**src/rtl/hack_cpu_mc.sv**
```systemverilog
// Multi-cycle Hack CPU with handshaked instruction and data memory ports.
// Optional illegal C-instruction trap: define HACK_CPU_ILLEGAL_TRAP_EN.
module hack_cpu_mc #(
    parameter int unsigned   DW       = 16,
    parameter int unsigned   AW       = 15,
    parameter logic [AW-1:0] RESET_PC = '0
) (
    input  logic          clk,
    input  logic          reset,
    output logic          imem_req,
    output logic [AW-1:0] imem_addr,
    input  logic [DW-1:0] imem_rdata,
    input  logic          imem_valid,
    output logic          dmem_req,
    output logic          dmem_we,
    output logic [AW-1:0] dmem_addr,
    output logic [DW-1:0] dmem_wdata,
    input  logic [DW-1:0] dmem_rdata,
    input  logic          dmem_ready,
    output logic [AW-1:0] pc,
    output logic          retire,
    output logic          halted
);

    typedef enum logic [2:0] {FETCH, LOAD, EXEC, STORE, HALT} state_t;

    state_t        state;
    logic [AW-1:0] pc_q;
    logic [AW-1:0] pc_inc;
    logic [AW-1:0] st_addr;
    logic [DW-1:0] a_reg;
    logic [DW-1:0] d_reg;
    logic [DW-1:0] ir;
    logic [DW-1:0] m_reg;
    logic [DW-1:0] st_data;
    logic [DW-1:0] alu_x;
    logic [DW-1:0] alu_y;
    logic [DW-1:0] alu_f;
    logic [DW-1:0] alu_out;
    logic          zr;
    logic          ng;
    logic          jump_taken;
    logic          illegal;

    assign pc_inc = pc_q + AW'(1);

    always_comb begin
        alu_x = d_reg;
        alu_y = ir[12] ? m_reg : a_reg;
        if (ir[11]) alu_x = '0;
        if (ir[10]) alu_x = ~alu_x;
        if (ir[9])  alu_y = '0;
        if (ir[8])  alu_y = ~alu_y;
        alu_f      = ir[7] ? (alu_x + alu_y) : (alu_x & alu_y);
        alu_out    = ir[6] ? ~alu_f : alu_f;
        zr         = (alu_out == '0);
        ng         = alu_out[DW-1];
        jump_taken = (ir[2] && ng) || (ir[1] && zr) || (ir[0] && !ng && !zr);
    end

`ifdef HACK_CPU_ILLEGAL_TRAP_EN
    // Decided on the fetched word itself so the trap is taken on the FETCH exit.
    assign illegal = imem_rdata[DW-1] && (imem_rdata[14:13] != 2'b11);
    assign halted  = (state == HALT);
`else
    assign illegal = 1'b0;
    assign halted  = 1'b0;
`endif

    always_ff @(posedge clk) begin
        if (reset) begin
            state   <= FETCH;
            pc_q    <= RESET_PC;
            a_reg   <= '0;
            d_reg   <= '0;
            ir      <= '0;
            m_reg   <= '0;
            st_addr <= '0;
            st_data <= '0;
        end else begin
            case (state)
                FETCH: begin
                    if (imem_valid) begin
                        ir <= imem_rdata;
                        if (illegal)
                            state <= HALT;
                        else if (imem_rdata[DW-1] && imem_rdata[12])
                            state <= LOAD;
                        else
                            state <= EXEC;
                    end
                end
                LOAD: begin
                    if (dmem_ready) begin
                        m_reg <= dmem_rdata;
                        state <= EXEC;
                    end
                end
                EXEC: begin
                    if (!ir[DW-1]) begin
                        a_reg <= {1'b0, ir[DW-2:0]};
                        pc_q  <= pc_inc;
                        state <= FETCH;
                    end else begin
                        // Non-blocking updates: jump target and store address see the pre-write A.
                        if (ir[5]) a_reg <= alu_out;
                        if (ir[4]) d_reg <= alu_out;
                        pc_q <= jump_taken ? a_reg[AW-1:0] : pc_inc;
                        if (ir[3]) begin
                            st_addr <= a_reg[AW-1:0];
                            st_data <= alu_out;
                            state   <= STORE;
                        end else begin
                            state <= FETCH;
                        end
                    end
                end
                STORE: begin
                    if (dmem_ready) state <= FETCH;
                end
                HALT:    state <= HALT;
                default: state <= FETCH;
            endcase
        end
    end

    assign imem_req   = !reset && (state == FETCH);
    assign imem_addr  = pc_q;
    assign dmem_req   = !reset && ((state == LOAD) || (state == STORE));
    assign dmem_we    = !reset && (state == STORE);
    assign dmem_addr  = (state == STORE) ? st_addr : a_reg[AW-1:0];
    assign dmem_wdata = st_data;
    assign pc         = pc_q;
    assign retire     = !reset && (((state == EXEC) && !(ir[DW-1] && ir[3])) ||
                                   ((state == STORE) && dmem_ready));

endmodule

```
**config.mk**
```make
export PLATFORM = sky130hd
export DESIGN_NAME = hack_cpu_mc
export DESIGN_NICKNAME = d
export VERILOG_FILES = /design/src/rtl/hack_cpu_mc.sv
export SDC_FILE = /design/constraint.sdc
export NUM_CORES = 1
export LEC_CHECK = 0
export ABC_AREA = 0
export CAP_MARGIN = 25
export CORE_MARGIN = 2
export CORE_UTILIZATION = 50
export CTS_BUF_LIST = sky130_fd_sc_hd__clkbuf_16
export CTS_CLUSTER_SIZE = 28
export DETAILED_ROUTE_END_ITERATION = 10
export GPL_TIMING_DRIVEN = 0
export PLACE_DENSITY_LB_ADDON = 0.05
export SLEW_MARGIN = 20
export SYNTH_ARGS = -nofsm -noshare
export SYNTH_HDL_FRONTEND = slang
export SYNTH_SLANG_ARGS = --single-unit
```
**constraint.sdc**
```tcl
create_clock -name clk -period 10.4 [get_ports clk]
set_input_delay 1.56 -clock clk [delete_from_list [all_inputs] [get_ports clk]]
set_output_delay 1.56 -clock clk [all_outputs]
set_load 0.05 [all_outputs]
```
==> results.txt <==
----------------------------------------------------
[Run status]
  Outcome ... complete, no violations

[Synthesis]
  Synthesis Warnings ... 0
  Area fraction in and, or, nand and nor cells after synthesis ... 25.19%
  Number of enable flip-flop cells after synthesis ... 0
  Compound-gate portion of the synthesized area ... 19.41%
  Flop and latch count out of synthesis ... 113
  Average cell area after synthesis ... 7.515 µm²
  Post-Synthesis Cell Area ... 7034 µm²
  Syn_nets ... 990
  Gate Count Post-Synth ... 936
  Post-synth top flop ... sky130_fd_sc_hd__dfxtp_1
  Multiplexer share of the synthesized area ... 7.542%
  Async set or reset register ratio after synthesis ... 0%
  Post-synthesis xor/xnor area fraction ... 5.852%
  Adder-cell share of the synthesized area ... 3.308%
  Dominant combinational cell family by area after synthesis ... simple AND/OR/NAND/NOR gates
  Unique cell type count in the Yosys netlist ... 72
  Sequential-to-total area share from yosys stat ... 32.16%

[Routing]
  DRC ... 0
  Wire length reported by the detailed router ... 21690 µm
  Pre-Repair DR Iteration Count ... 7
  Drt first-iter violations ... 689
  Mean number of vias per cell ... 5.747
  Post-detailed-route count of antenna-violating nets ... 0
  Vias ... 7155
  Wire length per cell ... 17.42 µm

[STA]
  Total count of hold-check failures in the final report ... 0
  Count of final max-slew check failures ... 0
  Max Clock Skew ... 0.01014 ns
  Sum of negative setup slack ... 0 ns
  Worst slew margin ... 44.32%
  Worst path setup slack after routing ... 4.764 ns
  Final setup viols ... 0
  Final critical-path share of the clock period ... 54.19%
  RSZ-0062 raised after global routing ... no
  Maximum achievable frequency ... 0.1774 GHz
  Transition time at the pin with the least slew margin ... 0.8293 ns
  Period minus WS final ... 5.636 ns

[Setup path]
  Startpoint Class ... register
  CP endpoint kind ... register
  Type of the worst setup path ... register to register
  Arrival time reported for the critical path endpoint ... 5.98 ns
  Required @ worst endpoint ... 10.74 ns
  Maximum fanout encountered on the critical timing path ... 10

[Floorplan]
  DIE WIDTH ... 122.6 µm
  Vertical extent of the die ... 122.6 µm
  Core area ... 13830 µm²
  Row cnt ... 43
  Ports placed on the boundary ... 102
  Starting density of the core ... 50.87%
  Die footprint ... 15030 µm²

[Global route]
  Antenna violations before repair ... 0
  Via count of the first global-routing pass ... 6331
  Total Routing Usage GR ... 29.71%
  Grt total ovfl ... 0
  Maximum number of pins on one net before global-route repair ... 17
  Global-route wire length before repair ... 33990 µm

[Final layout]
  Nets@finish ... 1108
  Commonest non-fill, non-tap cell in the layout ... sky130_fd_sc_hd__nand2_1
  Area growth from synthesis to layout ... 25.10%
  Commonest non-fill, non-tap cells in the layout ... sky130_fd_sc_hd__nand2_1 (204), sky130_fd_sc_hd__dfxtp_1 (113), sky130_fd_sc_hd__clkdlybuf4s50_1 (99)
  Number of antenna diodes ... 0
  Final standard cell area without fillers ... 8800 µm²
  Fraction of final layout cells sized beyond drive strength 1 ... 7.793%
  Number of filler cells placed in the layout ... 1274

[Power]
  IR drop worst, VDD ... 0.1012 mV
  Leakage power summed over all cells ... 3.138 nW
  PwrDens ... 152.7 nW/µm²

[Placement]
  Area post-placement ... 8250 µm²
  Total of buffers placed on input and output ports ... 99
  GP Congestion ... 0.9384
  Sum of net half-perimeters after detailed placement ... 16300 µm
  Worst slack after detailed placement ... 4.821 ns

[Clock network]
  Number of buffers inserted by hold repair at cts ... 0
  Maximum level of the CTS H-tree ... 4
  Total clock buffers created by CTS ... 17
  Root cell of the clock tree ... sky130_fd_sc_hd__clkbuf_16
  Clock tree from TritonCTS ... built
  Setup Fix Bufs, Post-CTS ... 0
  Longest Clk Path Bufs ... 2
  Clock edge transition at the registers on the reported setup and hold paths ... 0.05 ns
  Sink Count ... 113
  Resized Gates After CTS ... 0
  Clock network latency to the later pin of the worst-skew pair ... 0.43 ns

[Flow run]
  # Max-Cap Violations ... 0

[Min path]
  Path type of the worst min-delay path ... register to register

----------------------------------------------------
worst max-delay path: stages, from the launching register on:
cell                       delay [ns]
sky130_fd_sc_hd__dfxtp_1         0.30
sky130_fd_sc_hd__clkbuf_1        0.49
sky130_fd_sc_hd__clkbuf_1        0.67
sky130_fd_sc_hd__mux2i_1         0.31
sky130_fd_sc_hd__nor2_1          0.09
sky130_fd_sc_hd__xor2_1          0.19
sky130_fd_sc_hd__ha_1            0.23
sky130_fd_sc_hd__clkbuf_1        0.18
sky130_fd_sc_hd__nor3_1          0.42
sky130_fd_sc_hd__a21oi_1         0.13
sky130_fd_sc_hd__a311oi_1        0.36
sky130_fd_sc_hd__xnor2_1         0.26
sky130_fd_sc_hd__or4_4           0.62
sky130_fd_sc_hd__o31a_1          0.29
sky130_fd_sc_hd__o21bai_1        0.33
sky130_fd_sc_hd__buf_6           0.21
sky130_fd_sc_hd__buf_6           0.14
sky130_fd_sc_hd__nand3_1         0.12
sky130_fd_sc_hd__a31oi_1         0.20
final cells by class:
type	count	area (µm²)	share of cell area, %
Inverter	18	67.56	0.7678
Tap cell	180	225.2	2.559
Clock inverter	13	123.9	1.408
Buffer	80	389.1	4.422
Multi-Input combinational cell	725	4315	49.04
Sequential cell	113	2262	25.71
Timing Repair Buffer	99	991.0	11.26
Clock buffer	17	425.4	4.834
synthesized netlist by cell type (20+ instances only):
library cell	instances	area share, %
sky130_fd_sc_hd__dfxtp_1	113	32
sky130_fd_sc_hd__clkbuf_1	51	2.7
sky130_fd_sc_hd__nor2_1	66	3.5
sky130_fd_sc_hd__a211oi_1	20	2.1
sky130_fd_sc_hd__a21oi_1	98	7.0
sky130_fd_sc_hd__xnor2_1	30	3.7
sky130_fd_sc_hd__mux2i_1	35	5.0
sky130_fd_sc_hd__nand3_1	32	2.3
sky130_fd_sc_hd__a31oi_1	21	1.9
sky130_fd_sc_hd__nand2_1	204	11
sky130_fd_sc_hd__nand2b_1	27	2.4
report_power, final:
part	leakage [nW]	total, W	switching [W]	internal (W)
combinational	1.95	0.000327	0.000209	0.000118
clock	0.269	0.000549	0.000205	0.000344
sequential	0.915	0.000467	0.0000192	0.000448
total	3.14	0.00134	0.000433	0.000910
metrics by stage:
step	hold slack [ns]	total power, W	std cells	util [%]
after floorplan	0.4338	0.0006939	936	-
after global placement	0.4406	0.0007962	1215	59.67
after detailed placement	0.4458	0.0007977	1215	59.67
after CTS	0.4535	0.001342	1245	63.64
after global routing	0.4636	0.001392	1245	63.64
final	0.4526	0.001344	1245	63.64
cells by family (layout without fill, tap and decap cells):
logic type	Yosys count	count (layout)
AOI/OAI and AO/OA	213	213
xor gates and xnor gates	47	47
adders and majority gates	18	18
buffers and inverters	98	227
DFF	113	113
muxes	51	51
other	1	1
and+or+nand+nor	395	395
routing by layer:
metal  GRT usage, %  routed length [µm]  vias to the layer above
met5              0                   0                        -
met4          10.06                 459                        0
met3          5.716                1968                       37
met2          44.76                9434                      309
met1          42.45                9824                     3354
li1               -                   -                     3455
worst paths after layout:
kind,startpoint,end,slack (ns),cells past startpoint
worst min-delay path,st_addr[6],st_addr[6],0.45,2
worst max register to register,ir[12],imem_addr[12],4.76,18
worst max-delay path,ir[12],imem_addr[12],4.76,18
worst min register to register,st_addr[6],st_addr[6],0.45,2
(Power assumes the default switching activity.)
